--- config.mk ---
export PLATFORM = sky130hd
export DESIGN_NAME = opb_register_simulink2ppc_snap
export DESIGN_NICKNAME = d
export VERILOG_FILES = /design/src/rtl/opb_register_simulink2ppc_snap_pkg.sv /design/src/rtl/opb_slave_ack_fsm.sv /design/src/rtl/opb_register_simulink2ppc_snap.sv
export SDC_FILE = /design/constraint.sdc
export NUM_CORES = 1
export LEC_CHECK = 0
export BUFFER_PORTS_ARGS = -buffer_cell sky130_fd_sc_hd__buf_2
export CAP_MARGIN = 20
export CORE_MARGIN = 2
export CORE_UTILIZATION = 35
export DETAILED_ROUTE_END_ITERATION = 8
export PLACE_DENSITY = 0.64
export SLEW_MARGIN = 20
export SYNTH_ARGS = -nofsm -noshare
export SYNTH_HDL_FRONTEND = slang
export SYNTH_SLANG_ARGS = --single-unit
--- constraint.sdc ---
create_clock -name OPB_Clk -period 7.8 [get_ports OPB_Clk]
set_input_delay 1.56 -clock OPB_Clk [delete_from_list [all_inputs] [get_ports OPB_Clk]]
set_output_delay 1.56 -clock OPB_Clk [all_outputs]
set_load 0.05 [all_outputs]
--- src/rtl/opb_register_simulink2ppc_snap_pkg.sv ---
// Shared definitions for the simulink->PPC snapshot register core.
// Holds the word offsets, the STATUS and CTRL bit positions, and the state
// encoding of the OPB acknowledge FSM.
package opb_register_simulink2ppc_snap_pkg;

    // Word index decoded from ABus[28:29]
    localparam logic [1:0] REG_DATA   = 2'd0;
    localparam logic [1:0] REG_STATUS = 2'd1;
    localparam logic [1:0] REG_CTRL   = 2'd2;

    // STATUS bit positions
    localparam int FRESH   = 0;
    localparam int OVR     = 1;
    localparam int CNT_LSB = 16;

    // CTRL bit positions
    localparam int CLR = 0;
    localparam int FRZ = 1;

    typedef enum logic {
        IDLE = 1'b0,
        ACK  = 1'b1
    } ack_state_t;

endpackage

--- src/rtl/opb_slave_ack_fsm.sv ---
// Generic OPB slave front end: address decode, single-cycle acknowledge FSM
// and OR-bus read-data gating.
// Ports:
//   clk, rst        clock, asynchronous active-high reset
//   abus/be/dbus/rnw/select   OPB request (big-endian bit numbering)
//   offset          combinational word index of the current address
//   rd_word         register value for 'offset', sampled on the hit cycle
//   sl_dbus         read data, non-zero only in the ACK cycle of a read
//   xfer_ack        transfer acknowledge
//   wr_stb/rd_stb   ACK cycle of a write / read
//   ack_off, ack_wdata, ack_be   request fields captured on the hit cycle
module opb_slave_ack_fsm #(
    parameter logic [31:0] BASEADDR = 32'h0100_0700,
    parameter logic [31:0] HIGHADDR = 32'h0100_07FF,
    parameter int          AW       = 32,
    parameter int          DW       = 32
) (
    input  logic          clk,
    input  logic          rst,
    input  logic [0:AW-1] abus,
    input  logic [0:3]    be,
    input  logic [0:DW-1] dbus,
    input  logic          rnw,
    input  logic          select,
    output logic [1:0]    offset,
    input  logic [DW-1:0] rd_word,
    output logic [0:DW-1] sl_dbus,
    output logic          xfer_ack,
    output logic          wr_stb,
    output logic          rd_stb,
    output logic [1:0]    ack_off,
    output logic [DW-1:0] ack_wdata,
    output logic [0:3]    ack_be
);
    import opb_register_simulink2ppc_snap_pkg::*;

    ack_state_t    state, state_nxt;
    logic          hit;
    logic          rnw_q;
    logic [DW-1:0] rd_q;

    assign hit    = select && (abus >= BASEADDR) && (abus <= HIGHADDR);
    assign offset = abus[AW-4:AW-3];

    // Only IDLE can accept a hit, and ACK always returns to IDLE, so a
    // select held high is acked every other cycle.
    always_comb begin
        state_nxt = state;
        case (state)
            IDLE:    if (hit) state_nxt = ACK;
            ACK:     state_nxt = IDLE;
            default: state_nxt = IDLE;
        endcase
    end

    always_ff @(posedge clk or posedge rst) begin
        if (rst) begin
            state     <= IDLE;
            rnw_q     <= 1'b0;
            rd_q      <= '0;
            ack_off   <= '0;
            ack_wdata <= '0;
            ack_be    <= '0;
        end else begin
            state <= state_nxt;
            if (state == IDLE && hit) begin
                rnw_q     <= rnw;
                rd_q      <= rd_word;
                ack_off   <= offset;
                ack_wdata <= dbus;
                ack_be    <= be;
            end
        end
    end

    assign xfer_ack = (state == ACK);
    assign rd_stb   = xfer_ack &&  rnw_q;
    assign wr_stb   = xfer_ack && !rnw_q;
    // Shared OR-bus: drive zero whenever we are not returning read data.
    assign sl_dbus  = rd_stb ? rd_q : '0;

endmodule

--- src/rtl/opb_register_simulink2ppc_snap.sv ---
// OPB register core, fabric-to-PPC direction. Latches the last word pushed by
// fabric logic and reports fresh / overrun / update count so software can tell
// which updates it has seen.
// Ports:
//   OPB_*            OPB slave request (DBus[0] is the MSB)
//   Sl_*             OPB slave response; errAck/retry/toutSup tied low
//   user_data_in     fabric word, captured when user_valid=1 and not frozen
//   user_valid       single-cycle capture strobe
//   user_freeze      CTRL.freeze, for fabric flow control
module opb_register_simulink2ppc_snap #(
    parameter logic [31:0] C_BASEADDR   = 32'h0100_0700,
    parameter logic [31:0] C_HIGHADDR   = 32'h0100_07FF,
    parameter int          C_OPB_AWIDTH = 32,
    parameter int          C_OPB_DWIDTH = 32,
    parameter string       C_FAMILY     = "virtex5"
) (
    input  logic                    OPB_Clk,
    input  logic                    OPB_Rst,
    input  logic [0:C_OPB_AWIDTH-1] OPB_ABus,
    input  logic [0:3]              OPB_BE,
    input  logic [0:C_OPB_DWIDTH-1] OPB_DBus,
    input  logic                    OPB_RNW,
    input  logic                    OPB_select,
    input  logic                    OPB_seqAddr,
    output logic [0:C_OPB_DWIDTH-1] Sl_DBus,
    output logic                    Sl_errAck,
    output logic                    Sl_retry,
    output logic                    Sl_toutSup,
    output logic                    Sl_xferAck,
    input  logic [31:0]             user_data_in,
    input  logic                    user_valid,
    output logic                    user_freeze
);
    import opb_register_simulink2ppc_snap_pkg::*;

    localparam int DW = C_OPB_DWIDTH;

    logic [1:0]    offset;
    logic [DW-1:0] rd_word;
    logic          wr_stb, rd_stb;
    logic [1:0]    ack_off;
    logic [DW-1:0] ack_wdata;
    logic [0:3]    ack_be;

    logic [31:0]   data_q;
    logic          fresh, overrun, freeze;
    logic [15:0]   count;

    logic          capture, data_rd, ctrl_wr, clr;

    opb_slave_ack_fsm #(
        .BASEADDR (C_BASEADDR),
        .HIGHADDR (C_HIGHADDR),
        .AW       (C_OPB_AWIDTH),
        .DW       (DW)
    ) u_ack (
        .clk       (OPB_Clk),
        .rst       (OPB_Rst),
        .abus      (OPB_ABus),
        .be        (OPB_BE),
        .dbus      (OPB_DBus),
        .rnw       (OPB_RNW),
        .select    (OPB_select),
        .offset    (offset),
        .rd_word   (rd_word),
        .sl_dbus   (Sl_DBus),
        .xfer_ack  (Sl_xferAck),
        .wr_stb    (wr_stb),
        .rd_stb    (rd_stb),
        .ack_off   (ack_off),
        .ack_wdata (ack_wdata),
        .ack_be    (ack_be)
    );

    assign Sl_errAck   = 1'b0;
    assign Sl_retry    = 1'b0;
    assign Sl_toutSup  = 1'b0;
    assign user_freeze = freeze;

    // Read mux; CTRL.clear is self-clearing so it always reads back 0.
    always_comb begin
        rd_word = '0;
        case (offset)
            REG_DATA: rd_word = data_q;
            REG_STATUS: begin
                rd_word[FRESH]             = fresh;
                rd_word[OVR]               = overrun;
                rd_word[CNT_LSB +: 16]     = count;
            end
            REG_CTRL: rd_word[FRZ] = freeze;
            default:  rd_word = '0;
        endcase
    end

    assign capture = user_valid && !freeze;
    assign data_rd = rd_stb && (ack_off == REG_DATA);
    assign ctrl_wr = wr_stb && (ack_off == REG_CTRL) && ack_be[3];
    assign clr     = ctrl_wr && ack_wdata[CLR];

    always_ff @(posedge OPB_Clk or posedge OPB_Rst) begin
        if (OPB_Rst) begin
            data_q  <= '0;
            fresh   <= 1'b0;
            overrun <= 1'b0;
            count   <= '0;
            freeze  <= 1'b0;
        end else begin
            if (capture) data_q <= user_data_in;

            // A capture in the same cycle as a DATA read keeps fresh set.
            if (capture)      fresh <= 1'b1;
            else if (data_rd) fresh <= 1'b0;

            // Clear dominates; a read completing now counts as having seen
            // the old word, so it is not an overrun.
            if (clr)                               overrun <= 1'b0;
            else if (capture && fresh && !data_rd) overrun <= 1'b1;

            if (clr)          count <= capture ? 16'd1 : 16'd0;
            else if (capture) count <= count + 16'd1;

            if (ctrl_wr) freeze <= ack_wdata[FRZ];
        end
    end

    logic unused_bits;
    assign unused_bits = &{1'b0, OPB_seqAddr, ack_wdata[DW-1:2], ack_be[0:2]};

endmodule

==> flow_summary.toml <==
[setup_path]
crit_chain = "nand2_1, nor2_1, buf_2"
start_kind = "register"
path_max_fanout = 22
setup.worst_path.class = "reg2out"
worst-path-buf-inv = 1
max_stage_delay_ns = 0.76
critPathArrivalTime_ns = 2.17
crit_required_ns = 6.24
endpoint_kind = "primary output"
path_delay_family = "flip-flops"
critical_path.slowest_cell = "dfrtp_1"

[grt]
grt.total_usage = 0.148
grt-ovfl-total = 0
grt_max_degree = 77
first_global_vias = 2995
antenna_found_initial = 1
grt_pass1_wl_um = 14800

[drt]
vias = 2956
drc = 0
dr.pass1.iters = 4
drt_iter0_markers = 92
detail-route-antenna-nets = 0
wire_per_inst_um = 14.7
vias_per_cell = 4.85
wirelength_um = 8960

[clock_tree]
ctsHoldBuffers = 0
cts_resized = 0
clk_latency_ns = 0.34
htreeDepth = 3
clock-sinks = 90
numCtsBuffers = 9
post_cts_buffers = 0
cts.path.max_buffers = 2
path_clk_slew_ns = 0.06
cts_tree = "built"
root_buffer = "clkbuf_16"

[floorplan]
ios = 143
core_sq_mm = 0.0119
initial_utilization = 0.355
die_x_um = 114
rows = 40
die_area_sq_mm = 0.0129
die_y_um = 114

[yosys]
yosys.area.top_type_share = 0.534
synth_cells = 365
synth_area_sq_mm = 0.00421
synth_area_leaders = "dfrtp_1, mux2_2, mux2i_1, nor2_1, and3_1"
synth_seq_area_share = 0.534
yosys_warnings = 0
ys_ff_latch = 90
synth_cell_types = 37
synth_top_cell_by_area = "dfrtp_1"
avgSynthCellArea_sq_um = 11.5

[sta]
slew_headroom = 0.276
fin_ws_ns = 4.07
maxSlewViolCount = 0
rsz0062_at_grt = "no"
fin_crit_ns = 3.73
finClkSkew_ns = 0.00619
holdWs_ns = 0.492
min_period_over_period = 0.478
setup_tns_ns = 0
setup_viol = 0
final-hold-violation-count = 0
fmax_ghz = 0.268
tightest_slew_ns = 1.08

[pwr]
irDropWorstVdd_mv = 0.141
p_per_area_mw_per_mm2 = 212
power_leakage_nw = 2.62

[finish]
multi_input_area_sq_mm = 0.00180
fin_nets = 563
fill_cells = 1142
utilization = 0.431
drive_gt1_frac = 0.393
final_common_cell = "buf_2"
final_cell_mix = "buf_2, dfrtp_1, mux2_2, nor2_1, mux2i_1"
seq_area_sq_mm = 0.00225
fin_cells = 609
areaGrowthSynthToFinish_pct = 21.2

[place]
dp_slack_ns = 4.38
dp_hpwl_um = 6190
post-place-cells = 592
io_buffers = 99
place_congestion = 0.799

[min_path]
worstHoldPathType = "reg2reg"

[flow_run]
maxCapViolCount = 0

[outcome]
status = "finished, final reports clean"
==> state kept, by name, indices dropped and copies added (netlist names), 2 cells and up <==
signal and count:
u_ack.ack_off 2, u_ack.ack_wdata 2, count 16, u_ack.rd_q 32
data_q 32
==> synth_stat cells (all sizes together) <==
cell type,count
and2,1
and3,20
mux2,57
conb,1
buf,12
nor2,45
nand4,8
nor3,4
o31ai,2
clkbuf,11
and4,1
nand2,23
o31a,1
or4,3
or2,1
or3,3
nor4,2
nand3,1
a21oi,5
o21a,2
inv,15
dfrtp,90
nor2b,2
nand3b,3
o21ai,3
mux2i,33
xnor2,4
and4b,2
nor4b,3
xor2,6
ha,1
==> kinds of logic (layout without fill, tap and decap cells) <==
logic type / count (synthesis) / in the layout / share of synthesized area
AO/OA/AOI/OAI: 13 / 13 / 0.0187
other: 1 / 4 / 0.000890
AND/OR/NAND/NOR: 122 / 122 / 0.149
XOR/XNOR: 10 / 10 / 0.0208
multiplexers: 90 / 90 / 0.231
adder cells (fa/ha/maj): 1 / 1 / 0.00297
flip-flops: 90 / 90 / 0.534
buffers and inverters: 38 / 132 / 0.0425
==> layer usage <==
layer | track usage | vias to the layer above | share of wire
met2 | 0.241 | 77 | 0.48
met1 | 0.181 | 1429 | 0.43
met4 | 0.0309 | 0 | 0.010
met5 | 0 | - | 0
li1 | - | 1441 | -
met3 | 0.0675 | 9 | 0.075
==> area by class of cell <==
| cell class | instances | share of cell area |
|---|---|---|
| repair buffers | 101 | 0.0999 |
| inverters | 15 | 0.0113 |
| multi-input cells | 239 | 0.353 |
| well taps | 147 | 0.0360 |
| flip-flops and latches | 90 | 0.441 |
| clock inverters | 4 | 0.0100 |
| diodes | 1 | 0.000490 |
| clock buffers | 12 | 0.0482 |
==> per-stage QoR <==
| step | power [mW] | area (sq um) |
|---|---|---|
| 6_report | 1.08 | 5110 |
| 5_1_grt | 1.14 | 5110 |
| 4_1_cts | 1.10 | 5110 |
| 3_5_place_dp | 0.659 | 4810 |
| 3_3_place_gp | 0.653 | 4810 |
| 2_1_floorplan | 0.619 | 4220 |
==> power breakdown <==
part	switching, mW	internal [mW]	leakage, nW
Sequential	0.0330	0.501	1.09
Combinational	0.0585	0.0561	1.39
Clock	0.175	0.257	0.143
Total	0.266	0.814	2.62
==> path summary, 6_finish.rpt <==
check,from,endpoint,slack (ns),cells after the start
worst max-delay path,u_ack.rnw_q,Sl_DBus[16],4.07,3
worst min-delay path,overrun,overrun,0.49,2
worst max register to register,u_ack.xfer_ack,u_ack.rd_q[17],5.35,5
worst min register to register,overrun,overrun,0.49,2
max in group asynchronous,OPB_Rst,data_q[15],5.48,3
min in group asynchronous,OPB_Rst,u_ack.rd_q[23],1.13,2
==> tightest hold or removal path: stages, from the launching register on <==
cell and delay [ns]:
dfrtp_1 0.34, a21oi_1 0.04, nor2_1 0.07
No activity file was read; power rests on OpenSTA's default activity.
